$ cat src/rtl/fifo_pkg.sv
// Shared FIFO definitions: read-mode enum and the occupancy-counter width helper.
// Also used by the dual-clock FIFO bench.
package fifo_pkg;

    typedef enum logic {
        FIFO_STD  = 1'b0,
        FIFO_FWFT = 1'b1
    } fifo_mode_e;

    // One extra bit so occupancy can represent DEPTH itself.
    function automatic int count_width(input int addr_width);
        return addr_width + 1;
    endfunction

endpackage

$ cat src/rtl/fifo_mem.sv
// Storage array with one synchronous write port and one asynchronous read port.
// There is no reset on the array; its contents are only meaningful behind valid pointers.
module fifo_mem #(
    parameter int AW = 3,
    parameter int DW = 8
) (
    input  logic          clk,
    input  logic          we_i,
    input  logic [AW-1:0] waddr_i,
    input  logic [DW-1:0] wdata_i,
    input  logic [AW-1:0] raddr_i,
    output logic [DW-1:0] rdata_o
);

    logic [DW-1:0] mem_q [2**AW];

    always_ff @(posedge clk) begin
        if (we_i) begin
            mem_q[waddr_i] <= wdata_i;
        end
    end

    assign rdata_o = mem_q[raddr_i];

endmodule

$ cat src/rtl/sync_fifo_prog.sv
// Single-clock FIFO with fill count, programmable almost-full/almost-empty flags,
// a selectable standard/FWFT read mode and sticky overflow/underflow flags.
module sync_fifo_prog
    import fifo_pkg::*;
#(
    parameter int ADDR_WIDTH = 3,
    parameter int DATA_WIDTH = 8,
    parameter int DEPTH      = 8,
    parameter int FWFT       = 0,
    parameter int AF_THRESH  = 6,
    parameter int AE_THRESH  = 2
) (
    input  logic                  clk,
    input  logic                  rst,
    input  logic                  wr_en,
    input  logic [DATA_WIDTH-1:0] wr_data,
    output logic                  full,
    output logic                  almost_full,
    input  logic                  rd_en,
    output logic [DATA_WIDTH-1:0] rd_data,
    output logic                  empty,
    output logic                  almost_empty,
    output logic [ADDR_WIDTH:0]   count,
    output logic                  overflow,
    output logic                  underflow,
    input  logic                  err_clr
);

    localparam int         CW   = count_width(ADDR_WIDTH);
    localparam fifo_mode_e MODE = (FWFT != 0) ? FIFO_FWFT : FIFO_STD;

    if (DEPTH != 2**ADDR_WIDTH) begin : g_bad_depth
        $fatal(1, "sync_fifo_prog: DEPTH must equal 2**ADDR_WIDTH");
    end
    if (!(AE_THRESH < AF_THRESH && AF_THRESH <= DEPTH)) begin : g_bad_thresh
        $fatal(1, "sync_fifo_prog: thresholds must satisfy AE_THRESH < AF_THRESH <= DEPTH");
    end

    logic [CW-1:0]         wr_ptr_q, wr_ptr_d;
    logic [CW-1:0]         rd_ptr_q, rd_ptr_d;
    logic [CW-1:0]         count_q, count_d;
    logic                  ovf_q, ovf_d;
    logic                  unf_q, unf_d;
    logic [DATA_WIDTH-1:0] rd_data_q, rd_data_d;
    logic [DATA_WIDTH-1:0] mem_rdata;
    logic                  wr_acc, rd_acc;

    // Flags come straight from the registered count, so they move one edge after the access.
    assign full         = (count_q == CW'(DEPTH));
    assign empty        = (count_q == '0);
    assign almost_full  = (count_q >= CW'(AF_THRESH));
    assign almost_empty = (count_q <= CW'(AE_THRESH));
    assign count        = count_q;
    assign overflow     = ovf_q;
    assign underflow    = unf_q;

    // No pass-through: a write at full or a read at empty is refused regardless of the other port.
    assign wr_acc = wr_en && !full;
    assign rd_acc = rd_en && !empty;

    fifo_mem #(
        .AW (ADDR_WIDTH),
        .DW (DATA_WIDTH)
    ) u_mem (
        .clk     (clk),
        .we_i    (wr_acc),
        .waddr_i (wr_ptr_q[ADDR_WIDTH-1:0]),
        .wdata_i (wr_data),
        .raddr_i (rd_ptr_q[ADDR_WIDTH-1:0]),
        .rdata_o (mem_rdata)
    );

    always_comb begin
        wr_ptr_d  = wr_acc ? wr_ptr_q + CW'(1) : wr_ptr_q;
        rd_ptr_d  = rd_acc ? rd_ptr_q + CW'(1) : rd_ptr_q;
        count_d   = count_q;
        case ({wr_acc, rd_acc})
            2'b10:   count_d = count_q + CW'(1);
            2'b01:   count_d = count_q - CW'(1);
            default: count_d = count_q;
        endcase
        rd_data_d = rd_data_q;
        if (MODE == FIFO_STD && rd_acc) begin
            rd_data_d = mem_rdata;
        end
        // A new error wins over a simultaneous clear.
        ovf_d = (wr_en && full)  ? 1'b1 : (err_clr ? 1'b0 : ovf_q);
        unf_d = (rd_en && empty) ? 1'b1 : (err_clr ? 1'b0 : unf_q);
    end

    always_ff @(posedge clk or posedge rst) begin
        if (rst) begin
            wr_ptr_q  <= '0;
            rd_ptr_q  <= '0;
            count_q   <= '0;
            ovf_q     <= 1'b0;
            unf_q     <= 1'b0;
            rd_data_q <= '0;
        end else begin
            wr_ptr_q  <= wr_ptr_d;
            rd_ptr_q  <= rd_ptr_d;
            count_q   <= count_d;
            ovf_q     <= ovf_d;
            unf_q     <= unf_d;
            rd_data_q <= rd_data_d;
        end
    end

    // FWFT shows the head word directly; it reads as zero while there is no valid head.
    if (MODE == FIFO_FWFT) begin : g_fwft
        assign rd_data = empty ? '0 : mem_rdata;
    end else begin : g_std
        assign rd_data = rd_data_q;
    end

endmodule

$ cat config.mk
export PLATFORM = sky130hd
export DESIGN_NAME = sync_fifo_prog
export DESIGN_NICKNAME = d
export VERILOG_FILES = /design/src/rtl/fifo_pkg.sv /design/src/rtl/fifo_mem.sv /design/src/rtl/sync_fifo_prog.sv
export SDC_FILE = /design/constraint.sdc
export NUM_CORES = 1
export LEC_CHECK = 0
export CELL_PAD_IN_SITES_DETAIL_PLACEMENT = 1
export CELL_PAD_IN_SITES_GLOBAL_PLACEMENT = 2
export CORE_MARGIN = 2
export CORE_UTILIZATION = 25
export CTS_BUF_LIST = sky130_fd_sc_hd__clkbuf_16
export DETAILED_ROUTE_END_ITERATION = 10
export PLACE_DENSITY_LB_ADDON = 0.1
export SETUP_SLACK_MARGIN = 0.02
export SYNTH_ARGS = -nofsm -noshare
export SYNTH_HDL_FRONTEND = slang
export SYNTH_SLANG_ARGS = --single-unit
$ cat constraint.sdc
create_clock -name clk -period 3.8 [get_ports clk]
set_clock_uncertainty 0.05 [all_clocks]
set_input_delay 0.76 -clock clk [delete_from_list [all_inputs] [get_ports clk]]
set_output_delay 0.76 -clock clk [all_outputs]
set_load 0.02 [all_outputs]
**Word-level counts from Yosys, hierarchy flattened**

Memories as Yosys holds them, arrays and structs flattened. A register that Yosys moved wholly into a read port is not among the register bits.
Cells that the tools add are included.

- Input port bits: 13
- Register bits: 14
- Memory bits (writable): 64
- Memories: 1
- Logic and storage cells: 31
- Output and inout bits: 18

Memories:

| memory | depth | width | read ports | clocked after Yosys merged registers in | wr ports | line | source |
|---|---|---|---|---|---|---|---|
| u_mem.mem_q | 8 | 8 | 1 | 1 | 1 | fifo_mem.sv:15 | `logic [DW-1:0] mem_q [2**AW];` |

- Equality and inequality tests: 3
- Muxes and demuxes: 6
- $lt $le $gt $ge: 2
- Add/subtract/negate cells: 4
- Reductions and logical operators: 10

Operators by type and width:

| cell | number |
|---|---|
| $add A4 B1 Y4 const B | 3 |
| $pmux W4 S2 | 1 |
| $reduce_bool A2 Y1 | 3 |
| $mux W1 | 5 |
| $eq A4 B4 Y1 const B | 1 |
| $ge A4 B3 Y1 const B | 1 |
| $le A4 B2 Y1 const B | 1 |
| $logic_and A1 B1 Y1 | 4 |
| $logic_not A4 Y1 | 1 |
| $sub A4 B1 Y4 const B | 1 |
| $eq A2 B1 Y1 const B | 1 |
| $eq A2 B2 Y1 const B | 1 |
| $logic_not A1 Y1 | 2 |

**Logic depth before layout (Yosys ltp)**

- Word-level depth: 5
- Mapped depth: 12
- Depth with buffers taken out: 10

**Hierarchy**

Synthesis repeated with hierarchy kept, for this count alone.

- Cells, all modules: 189
- Area, all modules: 3549.7 µm²

Modules (own cells, without submodules):

| module | cells each | times used | sequential area each (µm²) | area each (µm²) |
|---|---|---|---|---|
| fifo_mem | 106 | 1 | 1921.8 | 2531.2 |
| sync_fifo_prog | 83 | 1 | 500.5 | 1018.5 |

**Worst setup path after synthesis**

OpenSTA, ideal clock, no wires.

- Path type: register to register
- From: reg count_q[1] (netlist: count[1])
- To: reg count_q[2] (netlist: count[2])
- Buffers on the path: 1
- Path slack: 1110 ps
- Clock period less this slack: 2690 ps
- Cell stages (with the launch flop): 12
- Arrival time: 2514 ps
- Setup time: 126 ps
- Data required time: 3624 ps
- Cell sequence: dfrtp_1 > buf_6 > nor4b_2 > nor2b_1 > inv_1 > ha_1 > xor2_1 > ha_1 > a21oi_1 > xor2_1 > nor2_1 > xor2_1

- Word-level cells in the longest chain between the ends: 5

RTL lines:

| element | line | source |
|---|---|---|
| from (decl) | sync_fifo_prog.sv:41 | `logic [CW-1:0] count_q, count_d;` |
| from (signal assigned) | sync_fifo_prog.sv:102 | `count_q <= count_d;` |
| $eq A4 B4 Y1 * | sync_fifo_prog.sv:49 | `assign full = (count_q == CW'(DEPTH));` |
| via full | sync_fifo_prog.sv:17 | `output logic full,` |
| $logic_not A1 Y1 * | sync_fifo_prog.sv:58 | `assign wr_acc = wr_en && !full;` |
| $logic_and A1 B1 Y1 * | sync_fifo_prog.sv:58 |  |
| $eq A2 B1 Y1 / $eq A2 B2 Y1 (equally long branches) | sync_fifo_prog.sv:77 | `case ({wr_acc, rd_acc})` |
| $pmux W4 S2 / $reduce_bool A2 Y1 (equally long branches) | n/a |  |

The timed path passes the listed nets; every way through them passes the cells marked *.
A chain may end at the register's enable or synchronous reset.

**Worst setup path after layout**

- From: reg count_q[1] (netlist: count[1])
- To: out full

- Word-level cells in the longest chain between the ends: 1

RTL lines:

| element | line |
|---|---|
| $eq A4 B4 Y1 | sync_fifo_prog.sv:49 |
| to (decl) | sync_fifo_prog.sv:17 |

Every way passes these cells.

==> impl_metrics.ini <==
[logic_synthesis]
muxShareOfSynthArea = 0.0998
synth_top_family_by_area = multiplexers
synth_compound_area_frac = 0.0710
synth_top_flop_cell = edfxtp_1
synthArstFlopShare = 0.238
yosysSeqAreaShare = 0.688
synth_top_area_share = 0.546
synth-simple-area-share = 0.0675
synth_xor_area_frac = 0.0199
synth_seq_cells = 84
synth_area_sq_mm = 0.00352
syn-num-nets = 241
yosys.area.top_type = edfxtp_1
synth-warning-count = 0
synth_edf_count = 64
syn_area_per_cell_sq_um = 15.8
synthCells = 223
synth_fa_ha_area_frac = 0.0178
synthTopCellsByArea = edfxtp_1 (55%), dfrtp_1 (14%), mux2_2 (5.4%)
synth_cell_types = 35

[power_and_ir_drop]
switching_share = 0.343
total_power_w = 0.00345
powerDensity_mw_per_mm2 = 798
p_leak_nw = 1.56
seq_power_share = 0.406
combPwrFrac = 0.338
peakVddDrop_mv = 0.217
p_sw_w = 0.00118
p_int_w = 0.00227
clockPowerShare = 0.257

[job]
maxCapViolCount = 0

[die]
ios = 31
start_util = 0.255
die_h_um = 123
dieArea_sq_mm = 0.0151
num_rows = 43
die_w_um = 123
core_area_sq_mm = 0.0138

[global_routing]
grt_pass1_vias = 2019
use_met1 = 0.155
globalRouteMet3Util = 0.0265
use_met2 = 0.157
antenna_found_initial = 0
grt_overflow = 0
grt_max_degree = 21
busiest_layer = met2
grt_usage = 0.110
grt_pass1_wl_um = 11800

[final_layout]
areaGrowthSynthToFinish_pct = 22.7
mostFrequentLayoutCells = edfxtp_1 (64), clkdlybuf4s50_1 (30), nand2_1 (22)
fin_cells = 450
nNetsFinal = 283
regArea_sq_mm = 0.00242
multi_input_area_sq_um = 972
final_common_cell = edfxtp_1
layout-drive-gt1-share = 0.204
final_util = 0.313
antennaDiodeCount = 0
n_fill_cell = 1463

[worst_setup_path]
rrSetupSlack_ns = 1.26
worst-setup-path-type = reg2out
cp.required_ns = 2.99
setup.worst_path.start_class = register
critPathMaxFanout = 10
crit_arrival_ns = 1.96
end_kind = output port

[sta]
final-max-slew-violation-count = 0
worst_pin_slew_ns = 0.912
slew_headroom = 0.392
final-setup-viol-count = 0
timing.hold.ws_ns = 0.426
period_needed_ns = 2.77
fmax_mhz = 361
grt_setup_unrepaired = no
min_period_over_period = 0.730
hold_violations = 0
fin_tns_setup_ns = 0

[cts]
cts_setup_buffers = 0
cts_root_buffer = clkbuf_16
cts_hold_buf = 0
cts_tree = yes
cts.sinks = 84
htreeDepth = 3
clk_pin_slew_ns = 0.06
cts_buffer_depth = 2
insertion_delay_ns = 0.34
cts.repair.resized = 0
cts_made_buffers = 9

[placed_design]
dp_hpwl_um = 5170
numPortBuffers = 30
placed_cells = 434
gp_congestion = 0.650

[routing]
antenna_left = 0
vias = 1959
first_pass_iters = 4
wire_per_inst_um = 17.1
viasPerCell = 4.35
first_iter_violations = 73
drt_wl_total_um = 7680
drc = 0

[worst_hold_path]
hold_path.class = reg2reg

[status]
run_status = finished, final reports clean
synth_stat cells (2+ instances only):
| cell | instances |
|---|---|
| edfxtp_1 | 64 |
| nand2_1 | 22 |
| dfrtp_1 | 20 |
| mux2_2 | 17 |
| mux2i_1 | 16 |
| a221o_1 | 8 |
| nor2_1 | 8 |
| o21ai_2 | 8 |
| o22ai_1 | 8 |
| nand2b_1 | 6 |
| ha_1 | 5 |
| inv_1 | 4 |
| xnor2_1 | 4 |
| xor2_1 | 4 |
| buf_6 | 3 |
| a21oi_1 | 2 |
| buf_12 | 2 |
| nor2b_1 | 2 |
| nor3_1 | 2 |
| nor3b_1 | 2 |
| o21ai_0 | 2 |
area by class of cell:
class	instances	area share
Sequential cell	84	0.560
Multi-Input combinational cell	124	0.225
Timing Repair Buffer	41	0.0886
Clock buffer	9	0.0521
Tap cell	180	0.0521
Clock inverter	7	0.0177
Inverter	5	0.00434
power by group through the flow:
stage | clock network, W | logic (W) | registers, W
floorplan | 0 | 0.000800 | 0.00141
global placement | 0 | 0.00118 | 0.00142
detailed placement | 0 | 0.00119 | 0.00143
CTS | 0.000919 | 0.00119 | 0.00141
global route | 0.000956 | 0.00128 | 0.00143
finish | 0.000886 | 0.00117 | 0.00140
kinds of logic after synthesis:
| kind of cell | count (synthesis) |
|---|---|
| fa+ha+maj | 5 |
| simple gates | 46 |
| compound gates | 32 |
| flops | 84 |
| mux | 33 |
| buf+inv | 15 |
| xor+xnor | 8 |
registers in the layout, summed over array words and instances, names as in the netlist:
signal       count
u_mem.mem_q     64
rd_data          8
count            4
rd_ptr_q         3
wr_ptr_q         3
overflow         1
underflow        1
layer usage:
| metal | vias up | routed length [um] |
|---|---|---|
| met5 | - | 0 |
| met4 | 0 | 138 |
| met3 | 12 | 276 |
| met1 | 984 | 3880 |
| li1 | 928 | - |
| met2 | 35 | 3390 |
stage by stage:
stage	instance area, sq um	worst slack, ns
3_5_place_dp	4020	0.729
2_1_floorplan	3520	1.11
6_report	4320	1.03
5_1_grt	4320	0.926
3_3_place_gp	4020	0.791
4_1_cts	4320	0.983
worst max-delay path, stage by stage, from the launching register on:
cell and delay [ns]:
dfrtp_1 0.54, nor4b_2 0.41, clkdlybuf4s50_1 0.67
path summary, 6_finish.rpt:
path / from / to / cells past startpoint
worst max-delay path: count[1]$_DFFE_PP0P_ / full / 2
worst min-delay path: rd_data[4]$_DFFE_PP0P_ / rd_data[4]$_DFFE_PP0P_ / 2
worst max register to register: count[1]$_DFFE_PP0P_ / count[2]$_DFFE_PP0P_ / 10
worst min register to register: rd_data[4]$_DFFE_PP0P_ / rd_data[4]$_DFFE_PP0P_ / 2
max in group asynchronous: rst / rd_ptr_q[2]$_DFFE_PP0P_ / 2
min in group asynchronous: rst / rd_data[7]$_DFFE_PP0P_ / 2
No activity file was read; power rests on OpenSTA's default activity.
